**config.mk**
```make
export PLATFORM = sky130hd
export DESIGN_NAME = pingpong_fill_ctrl
export DESIGN_NICKNAME = d
export VERILOG_FILES = /design/src/rtl/pingpong_fill_ctrl.sv
export SDC_FILE = /design/constraint.sdc
export NUM_CORES = 1
export LEC_CHECK = 0
export CAP_MARGIN = 20
export CORE_AREA = 2 2 407 409
export CTS_CLUSTER_SIZE = 12
export DETAILED_ROUTE_END_ITERATION = 16
export DIE_AREA = 0 0 409 411
export GPL_TIMING_DRIVEN = 0
export SYNTH_ARGS = -nofsm -noshare
export SYNTH_HDL_FRONTEND = slang
export SYNTH_SLANG_ARGS = --single-unit
```
**constraint.sdc**
```tcl
create_clock -name clk -period 25.9 [get_ports clk]
set_clock_uncertainty 0.2 [all_clocks]
set_input_delay 5.18 -clock clk [delete_from_list [all_inputs] [get_ports clk]]
set_output_delay 5.18 -clock clk [all_outputs]
set_load 0.05 [all_outputs]
```
**src/rtl/pingpong_fill_ctrl.sv**
```systemverilog
// Fill controller for a ping-pong RAM: writes producer beats into the fill bank,
// lets the last write commit, then swaps banks and hands the filled bank to the consumer.
module pingpong_fill_ctrl #(
  parameter int unsigned DEPTH  = 256,
  parameter int unsigned ADDR_W = $clog2(DEPTH),
  parameter int unsigned WIDTH  = 512
) (
  input  logic              clk,
  input  logic              rst,
  input  logic [ADDR_W:0]   cfg_len,
  input  logic [WIDTH-1:0]  in_data,
  input  logic              in_valid,
  output logic              in_ready,
  output logic [ADDR_W-1:0] wr_addr,
  output logic [WIDTH-1:0]  wr_data,
  output logic              wr_en,
  output logic              switch,
  output logic              rd_start,
  output logic [ADDR_W:0]   rd_len,
  input  logic              rd_done
);

  localparam int unsigned LEN_W = ADDR_W + 1;

  typedef enum logic [1:0] {FILL, DRAIN, WAIT, SWAP} state_t;

  state_t            state, state_next;
  logic [ADDR_W-1:0] wr_cnt;
  logic [LEN_W-1:0]  len_r;
  logic              drain_cnt;
  logic              cons_busy;

  logic [LEN_W-1:0]  cfg_sat;
  logic [LEN_W-1:0]  len_eff;
  logic              accept;
  logic              last_beat;

  // Out-of-range lengths fall back to a full bank; the length is sampled until the first beat lands.
  always_comb begin
    cfg_sat = cfg_len;
    if ((cfg_len == '0) || (cfg_len > LEN_W'(DEPTH))) begin
      cfg_sat = LEN_W'(DEPTH);
    end
    len_eff   = (wr_cnt == '0) ? cfg_sat : len_r;
    accept    = in_valid && (state == FILL);
    last_beat = accept && (LEN_W'(wr_cnt) == (len_eff - LEN_W'(1)));
  end

  assign in_ready = (state == FILL) && !rst;

  // State register
  always_ff @(posedge clk or posedge rst) begin
    if (rst) begin
      state <= FILL;
    end else begin
      state <= state_next;
    end
  end

  // Next-state logic
  always_comb begin
    state_next = state;
    case (state)
      FILL:    if (last_beat) state_next = DRAIN;
      DRAIN:   if (drain_cnt) state_next = WAIT;
      WAIT:    if (!cons_busy || rd_done) state_next = SWAP;
      SWAP:    state_next = FILL;
      default: state_next = FILL;
    endcase
  end

  // Write port, bank handoff and consumer tracking
  always_ff @(posedge clk or posedge rst) begin
    if (rst) begin
      wr_cnt    <= '0;
      len_r     <= LEN_W'(DEPTH);
      drain_cnt <= 1'b0;
      cons_busy <= 1'b0;
      wr_en     <= 1'b0;
      wr_addr   <= '0;
      wr_data   <= '0;
      switch    <= 1'b0;
      rd_start  <= 1'b0;
      rd_len    <= '0;
    end else begin
      wr_en <= accept;
      if (accept) begin
        wr_addr <= wr_cnt;
        wr_data <= in_data;
        wr_cnt  <= last_beat ? '0 : wr_cnt + ADDR_W'(1);
      end
      if ((state == FILL) && (wr_cnt == '0)) begin
        len_r <= cfg_sat;
      end
      drain_cnt <= (state == DRAIN) ? !drain_cnt : 1'b0;
      switch    <= (state_next == SWAP);
      rd_start  <= (state == SWAP);
      if (state == SWAP) begin
        rd_len <= len_r;
      end
      // A done pulse coinciding with rd_start belongs to the previous bank.
      if (state == SWAP) begin
        cons_busy <= 1'b1;
      end else if (rd_done && !rd_start) begin
        cons_busy <= 1'b0;
      end
    end
  end

endmodule
```
==> metrics.csv <==
metric;value;unit
Site Rows;149;
outcome;completed;
core footprint;163900;um^2
crit-path cells;clkdlybuf4s50_1, nor3_1, clkdlybuf4s50_1;
Final Slew Violations;0;
Syn Std Cell Area;21220;um^2
Max Clk Rate;0.08262;GHz
R2R depth;16;
Buffers on Ports;1057;
DRT Wirelength;134900;um
placed insts;5648;
clock tree sinks;553;
1st-pass router iterations;5;
buffer count from post-CTS setup fixing;0;
Yosys top cell area share;65.08;%
commonest cells after routing, fill and taps aside;nand2_1, clkdlybuf4s50_1, dfrtp_1;
mux share of post-synthesis cell area;0.7310;%
Clk pin slew, worst setup/hold paths;60;ps
Starting Density;12.95;%
Post-DP HPWL;112800;um
Post-Synth XOR/XNOR Area;0.7015;%
initial antenna violation count;31;
Synth area leaders;dfrtp_1, nand2_1, clkbuf_1;
final setup fails;0;
commonest non-fill, non-tap cell in the layout;nand2_1;
Setup WS post-layout;13800;ps
register area share after synthesis;65.21;%
Req. time, crit path;20520;ps
RSZ-0062 raised after global routing;false;
largest area contributor in the netlist;dfrtp_1;
main combinational cell family by area after synthesis;simple AND/OR/NAND/NOR gates;
vias;21290;
crit end category;output pin;
CP dominant cell by count;clkdlybuf4s50_1;
# DRC;0;
max-cap check violation count;0;
fraction of layout cells with a size suffix above 1;4.160;%
RR Startpoint;wr_cnt[0];
sequential share of power;25.3;%
clock power share;17.2;%
NetSw;3.198;mW
top-level I/O count;1058;
TritonCTS Buffers;70;
CP Buf/Inv Count;2;
Leakage;17.22;nW
relative slew slack;26.21;%
Die Y;411;um
setup slack, reg-to-reg;21360;ps
Final nets;4060;
final hold slack;252.1;ps
simple-gate share of the synthesized area;29.53;%
Final min period;12100;ps
Hold WC Path Type;flop to flop;
CTS root buf;clkbuf_16;
routability cong.;1.015;
CP startpoint kind;input pin;
hold depth;1;
Max clock buf depth;3;
CTS Hold Buffers Added;0;
largest net degree at the start of global routing;115;
P_int;2.887;mW
CTS tree;done;
Adder-Cell Fraction of Synth Area;0.2358;%
Cells after Synth;2395;
first-pass GRT wire length;178900;um
Die Wd;409;um
Hold Path End;drain_cnt;
H-tree depth;3;
Die ar.;168100;um^2
compound-gate portion of the synthesized area;1.114;%
FF-to-FF End;wr_cnt[1];
WL per Instance;23.36;um
crit path max fanout;2;
GRT Resource Usage Total;15.49;%
WS Path Type;input pin to output pin;
post-cts resize count;0;
Worst-Skew Late Latency;660;ps
Final Cycle Share;46.73;%
pre-CTS setup slack;13780;ps
post-synth cell types;44;
Final Hold Fails;0;
Iteration-0 DRC Markers;1893;
final non-filler cell total;5777;
crit-path leading delay family;buffers and inverters;
mean post-synth cell area;8.862;um^2
worst slew pin tran;1103;ps
PD cells;163.7;nW/um^2
setup_tns;0;ps
Critical Path AT;6720;ps
synthesis-stage register bit count;553;
slowest stage delay, CP;850;ps
Syn-to-layout area delta;75.10;%
Switching Share;52.56;%
Ys Warns;0;
logic gate share of total power;57.5;%
Syn Nets;2924;
CP max-delay cell;clkdlybuf4s50_1;
via-per-instance ratio;3.685;
post-route ant nets;0;
maximum vdd drop;0.08165;mV
grt total ovfl;0;
vias in the first global route;21140;
Hold Startpoint;drain_cnt;
worst reg2reg max path, cell delays in order, from the launching register on:
cell,delay (ps)
dfrtp_1,410
inv_1,170
ha_1,170
nor3b_1,590
and2_2,260
buf_6,140
mux2i_1,290
ha_1,180
clkbuf_1,290
nor3b_1,310
xnor2_1,130
a21oi_1,160
o31ai_1,80
a2111oi_0,490
and4bb_1,290
buf_6,150
a211oi_1,60
layer usage:
layer	track usage, %	routed length [um]	up-vias
met5	0	128	-
met3	5.019	12390	195
met4	5.751	4709	20
met2	24.98	62770	1025
met1	19.22	54940	10480
li1	-	-	9567
cells by family after synthesis:
family                     Yosys count
buffers and inverters              134
AOI/OAI and AO/OA                   35
muxes                               14
adders and majority gates            4
DFF                                553
and+or+nand+nor                   1638
xor gates and xnor gates            17
area by class of cell:
class                           instances  area [um^2]
Buffer                                125        499.2
Tap cell                             2189         2739
Inverter                                9        41.29
Multi-Input combinational cell       1708         6859
Timing Repair Buffer                 1064        10750
Sequential cell                       553        13840
Fill cell                           17770       126700
Antenna cell                            6        15.01
Clock inverter                         29        445.4
Clock buffer                           94         1973
how the worst max path moves through the flow:
stage	start	endpoint	slack (ps)	cells after the start
CTS	rst	in_ready	13790	3
finish	rst	in_ready	13800	3
global route	rst	in_ready	13700	3
floorplan	rst	cons_busy	5060	1
detailed placement	rst	in_ready	13780	3
global placement	rst	wr_data[308]	-3090	2
synth_stat cells (all sizes together):
library cell,count
o2111ai,1
and2,1
a32oi,1
o211ai,2
buf,13
mux2,12
clkbuf,112
a311o,1
xnor2,11
o31ai,2
or3,4
o22ai,1
a21oi,7
xor2,6
o21bai,1
and3,1
ha,4
nand2b,8
nand2,1578
and4bb,1
a211oi,3
nand4,1
nand3,3
dfstp,1
nor3b,4
a2111oi,2
and3b,1
o21ai,12
o32ai,1
or4,2
nor2,19
mux2i,2
nand3b,2
dfrtp,552
nor3,5
nor2b,5
nor4,3
inv,9
a221oi,1
power by group through the flow:
| stage | combinational [mW] | clock, mW | sequential [mW] |
|---|---|---|---|
| after floorplan | 0.626 | 0 | 2.90 |
| after global placement | 3.51 | 0 | 1.53 |
| after detailed placement | 3.53 | 0 | 1.54 |
| after CTS | 3.54 | 1.08 | 1.54 |
| after global routing | 3.66 | 1.11 | 1.59 |
| final | 3.50 | 1.05 | 1.54 |
sequential cells by signal, summed over array words and instances (netlist names):
register and count:
drain_cnt 1, wr_cnt 8, rd_start 1, rd_len 9, wr_en 1, switch 1, wr_data 512, cons_busy 1
state 2, len_r 9, wr_addr 8
per-stage QoR:
stage / power, mW / util [%] / area (um^2)
floorplan: 3.528 / - / 21220
global placement: 5.045 / 21.08 / 34540
detailed placement: 5.073 / 21.19 / 34730
CTS: 6.155 / 22.67 / 37150
global route: 6.352 / 22.67 / 37150
finish: 6.085 / 22.68 / 37160
No activity file was read; power rests on OpenSTA's default activity.
